[src/rtl/tri_fetch.sv]
// Per-frame triangle fetch: walks the face list, gathers three vertices and a
// normal from synchronous memories, and hands each triangle downstream.
module tri_fetch #(
  parameter int NUM_TRIS     = 12,
  parameter int NUM_VERTICES = 8,
  parameter int MEM_LAT      = 2,
  parameter int IDX_W        = $clog2(NUM_VERTICES),
  parameter int FA_W         = (NUM_TRIS > 1) ? $clog2(NUM_TRIS) : 1
) (
  input  logic                   clk_in,
  input  logic                   rst_in,
  input  logic                   new_frame_in,
  output logic [FA_W-1:0]        face_addr_out,
  input  logic [4*IDX_W-1:0]     face_data_in,
  output logic [IDX_W-1:0]       vert_addr_out,
  input  logic [95:0]            vert_data_in,
  output logic [3:0][2:0][31:0]  triangle_out,
  output logic                   valid_tri_out,
  input  logic                   tri_ready_in,
  output logic                   obj_done_out,
  output logic                   busy_out,
  output logic                   idx_err_out
);
  typedef enum logic [2:0] {IDLE, FACE_RD, VERT_RD, HOLD, DONE} state_t;

  localparam int CNT_W = $clog2(MEM_LAT + 4) + 1;
  localparam logic [CNT_W-1:0] LAT_C   = CNT_W'(MEM_LAT);
  localparam logic [CNT_W-1:0] VEND_C  = CNT_W'(MEM_LAT + 3);
  localparam logic [CNT_W-1:0] THREE_C = CNT_W'(3);
  localparam logic [FA_W-1:0]  LAST_TC = FA_W'(NUM_TRIS - 1);

  state_t                  state_q, state_d;
  logic [CNT_W-1:0]        cnt_q, cnt_d;
  logic [FA_W-1:0]         tc_q, tc_d;
  logic [3:0][IDX_W-1:0]   idx_q, idx_d;
  logic [IDX_W-1:0]        vaddr_q, vaddr_d;
  logic [3:0][2:0][31:0]   tri_q, tri_d;
  logic                    valid_q, valid_d;
  logic                    done_q, done_d;
  logic                    busy_q, busy_d;
  logic                    err_q, err_d;

  logic [3:0][IDX_W-1:0]   idx_clean;
  logic [3:0]              idx_bad;
  logic [1:0]              ret_slot;

  // Out-of-range indices are forced to vertex 0 so the fetch still completes.
  genvar gi;
  generate
    for (gi = 0; gi < 4; gi++) begin : g_idx
      logic [IDX_W-1:0] raw;
      assign raw            = face_data_in[gi*IDX_W +: IDX_W];
      assign idx_bad[gi]    = (32'(raw) >= 32'(NUM_VERTICES));
      assign idx_clean[gi]  = idx_bad[gi] ? '0 : raw;
    end
  endgenerate

  // Which triangle entry the data arriving this cycle belongs to.
  assign ret_slot = 2'(cnt_q - LAT_C);

  always_comb begin
    state_d = state_q;
    cnt_d   = cnt_q;
    tc_d    = tc_q;
    idx_d   = idx_q;
    vaddr_d = vaddr_q;
    tri_d   = tri_q;
    valid_d = valid_q;
    done_d  = 1'b0;
    err_d   = err_q;
    unique case (state_q)
      IDLE: begin
        if (new_frame_in) begin
          tc_d    = '0;
          err_d   = 1'b0;
          cnt_d   = '0;
          state_d = FACE_RD;
        end
      end
      FACE_RD: begin
        if (cnt_q == LAT_C) begin
          idx_d   = idx_clean;
          err_d   = err_q | (|idx_bad);
          vaddr_d = idx_clean[0];
          cnt_d   = '0;
          state_d = VERT_RD;
        end else begin
          cnt_d = cnt_q + 1'b1;
        end
      end
      VERT_RD: begin
        if (cnt_q < THREE_C) vaddr_d = idx_q[cnt_q[1:0] + 2'd1];
        if (cnt_q >= LAT_C)  tri_d[ret_slot] = vert_data_in;
        if (cnt_q == VEND_C) begin
          cnt_d   = '0;
          valid_d = 1'b1;
          state_d = HOLD;
        end else begin
          cnt_d = cnt_q + 1'b1;
        end
      end
      HOLD: begin
        if (tri_ready_in) begin
          valid_d = 1'b0;
          if (tc_q == LAST_TC) begin
            done_d  = 1'b1;
            state_d = DONE;
          end else begin
            tc_d    = tc_q + 1'b1;
            cnt_d   = '0;
            state_d = FACE_RD;
          end
        end
      end
      DONE:    state_d = IDLE;
      default: state_d = IDLE;
    endcase
    busy_d = (state_d != IDLE);
  end

  always_ff @(posedge clk_in or posedge rst_in) begin
    if (rst_in) begin
      state_q <= IDLE;
      cnt_q   <= '0;
      tc_q    <= '0;
      idx_q   <= '0;
      vaddr_q <= '0;
      tri_q   <= '0;
      valid_q <= 1'b0;
      done_q  <= 1'b0;
      busy_q  <= 1'b0;
      err_q   <= 1'b0;
    end else begin
      state_q <= state_d;
      cnt_q   <= cnt_d;
      tc_q    <= tc_d;
      idx_q   <= idx_d;
      vaddr_q <= vaddr_d;
      tri_q   <= tri_d;
      valid_q <= valid_d;
      done_q  <= done_d;
      busy_q  <= busy_d;
      err_q   <= err_d;
    end
  end

  // The face address is the triangle counter itself; it only moves on accept.
  assign face_addr_out = tc_q;
  assign vert_addr_out = vaddr_q;
  assign triangle_out  = tri_q;
  assign valid_tri_out = valid_q;
  assign obj_done_out  = done_q;
  assign busy_out      = busy_q;
  assign idx_err_out   = err_q;
endmodule
[config.mk]
export PLATFORM = sky130hd
export DESIGN_NAME = tri_fetch
export DESIGN_NICKNAME = d
export VERILOG_FILES = /design/src/rtl/tri_fetch.sv
export SDC_FILE = /design/constraint.sdc
export NUM_CORES = 1
export LEC_CHECK = 0
export CAP_MARGIN = 20
export CORE_AREA = 5 5 195 197
export CTS_CLUSTER_SIZE = 20
export DETAILED_ROUTE_END_ITERATION = 8
export DIE_AREA = 0 0 200 202
export DONT_BUFFER_PORTS = 1
export GPL_TIMING_DRIVEN = 0
export MAX_ROUTING_LAYER = met4
export PLACE_DENSITY_LB_ADDON = 0.1
export SYNTH_ARGS = -nofsm -noshare
export SYNTH_HDL_FRONTEND = slang
export SYNTH_SLANG_ARGS = --single-unit
[constraint.sdc]
create_clock -name clk_in -period 24.2 [get_ports clk_in]
set_input_delay 2.42 -clock clk_in [delete_from_list [all_inputs] [get_ports clk_in]]
set_output_delay 2.42 -clock clk_in [all_outputs]
set_load 0.02 [all_outputs]
==> impl_metrics.toml <==
[outcome]
status = "finished clean"

[hold_path]
hp-class = "reg -> reg"
min_to = "idx_q[0]$_DFFE_PP0P_"
hold_start = "idx_q[0]$_DFFE_PP0P_"
min_path_cells = 1

[route]
final_antenna_net_count = 0
drt_drc_violations_left = 0
via_count = 8085
wirelength_mm = 42.0
dr.pass1.iters = 4
drt_iter0_markers = 240
wire_per_inst_um = 28.1
viasPerCell = 5.41

[clocking]
numCtsBuffers = 43
cts_sinks = 413
post_cts_resized = 0
cts_setup_buffers = 0
cts_tree = "built"
clk_pin_slew_worst_paths_ps = 70
cts_buffer_depth = 3
hold_buffers = 0
htreeDepth = 2
insertion_delay_ps = 550
root_buffer = "clkbuf_16"

[finish]
mostFrequentLayoutCells = "dfrtp_1, mux2_2, clkbuf_16"
synthToLayoutAreaGrowth_pct = 13.1
layout_commonest_cell = "dfrtp_1"
layout-drive-gt1-share = 0.496
finalNetCount = 1112
fin_cells = 1494

[floorplanning]
die-area_um2 = 40400
chipWidth_um = 200
start_util = 0.436
fp.coreArea_um2 = 36100
rows = 70
io_pins = 507
die_h_um = 202

[yosys]
syn_inst = 947
async_reset_ff_frac = 1.00
synth_seq_area_share = 0.657
ys_warn_count = 0
synth-seq-cells = 413
synthDistinctLibCells = 35
netlist_area_um2 = 15700
syn_area_per_cell_um2 = 16.6
syn-num-nets = 1064
synthFlopType = "dfrtp_1"
netlist.area_leader.share = 0.657
yosys.area.top_type = "dfrtp_1"
synth_edf_count = 0
yosys-top-cells-area = "dfrtp_1, mux2_2, buf_6"

[grt]
grt-busiest-layer = "met2"
grt_util_met1 = 0.216
use_met3 = 0.120
grt_pass1_vias = 8848
antenna_found_initial = 2
grt-ovfl-total = 0
grt_max_degree = 127
globalRouteMet2Util = 0.337
grt_pass1_wl_mm = 61.1
track_usage = 0.209

[timing]
period_minus_slack_ps = 3530
slew_violations = 0
rsz0062_at_grt = "no"
hold_viol = 0
tightest_slew_ps = 771
fin_tns_setup_ps = 0
final.period_utilization = 0.146
fin_skew_ps = 20.8
max_clock_freq_ghz = 0.283
holdWs_ps = 506
finalSetupViolations = 0
slew_headroom = 0.486

[critical_path]
r2r_slack_ps = 21210
worstPathRequired_ps = 21780
crit_start = "triangle_out[236]$_DFFE_PP0P_"
reg2reg_to = "triangle_out[236]$_DFFE_PP0P_"
r2r_start = "cnt_q[0]$_DFFE_PP0P_"
reg2reg_depth = 8
end_kind = "primary output"
crit_fanout = 2
worst_setup_path_start_kind = "flip-flop"
critical_path_arrival_ps = 1110
criticalPathCategory = "reg -> out"

[placement]
dp_hpwl_mm = 31.2
dp_cells = 1418
port_buffers = 0
gp_congestion = 0.778

[power_and_ir_drop]
power_frac_comb = 0.151
fin_total_pwr_w = 0.00272
power_density_nw_per_um2 = 153
peakVddDrop_v = 0.0000835
clockPowerShare = 0.235
p_leak_nw = 8.07
switching_share = 0.393
switchingPower_w = 0.00107
seq_power_share = 0.615
p_int_w = 0.00165

[flow_run]
maxCapViolations = 0
[synth_stat cells, drive strengths merged (3+ instances only)]
cell type  instances
nand3              5
and2               3
ha                 5
a21oi              3
o21ai              9
dfrtp            413
nand2             19
buf               46
mux2             399
inv                6
nand3b             4
nor2              10
clkbuf             4
mux4               3
[kinds of logic (layout without fill, tap and decap cells)]
logic type                 after synthesis  in the layout  share of synthesized area
other                                    1              3                   0.000239
xor gates and xnor gates                 1              1                   0.000557
AOI/OAI and AO/OA                       15             15                    0.00605
muxes                                  402            402                      0.290
adders and majority gates                5              5                    0.00398
and+or+nand+nor                         54             54                     0.0178
DFF                                    413            413                      0.657
buffers and inverters                   56            133                     0.0240
[metrics by stage]
stage / utilization / area [µm²] / setup slack (ps)
2_1_floorplan: - / 15700 / 10290
3_3_place_gp: 0.452 / 16300 / 5630
3_5_place_dp: 0.454 / 16400 / 20320
4_1_cts: 0.492 / 17800 / 20620
5_1_grt: 0.493 / 17800 / 20620
6_report: 0.493 / 17800 / 20670
[power groups by stage]
stage	clock (W)	combinational, W	sequential [W]
2_1_floorplan	0	0.000364	0.00154
3_3_place_gp	0	0.000399	0.00170
3_5_place_dp	0	0.000417	0.00170
4_1_cts	0.000659	0.000418	0.00169
5_1_grt	0.000687	0.000461	0.00172
6_report	0.000640	0.000410	0.00167
[worst max-delay path by stage]
stage	end	slack, ps	depth (start not counted)
floorplan	busy_out$_DFF_PP0_	10290	1
global placement	face_addr_out[1]$_DFFE_PP0P_	5630	1
detailed placement	triangle_out[211]$_DFFE_PP0P_	20320	3
CTS	triangle_out[239]	20620	0
global route	triangle_out[239]	20620	0
finish	triangle_out[236]	20670	0
[flip-flops by register name, indices dropped and copies added (netlist names)]
register       count
face_addr_out      4
busy_out           1
vert_addr_out      3
state_q            3
idx_q             12
obj_done_out       1
cnt_q              4
triangle_out     384
valid_tri_out      1
[cell type report]
cell class / count / area [µm²]
Timing Repair Buffer: 3 / 82.6
Multi-Input combinational cell: 478 / 5010
Inverter: 6 / 30.0
Fill cell: 3157 / 18300
Clock buffer: 62 / 1280
Clock inverter: 12 / 95.1
Tap cell: 468 / 586
Antenna cell: 2 / 5.00
Sequential cell: 413 / 10300
Buffer: 50 / 354
[per-layer routing]
layer,wire length [µm],up-vias,share of wire
li1,-,3431,-
met1,14200,4238,0.34
met2,20400,342,0.49
met3,5980,74,0.14
met4,1330,0,0.032
met5,0,-,0
Note: power is estimated with default switching activity, not from simulation.
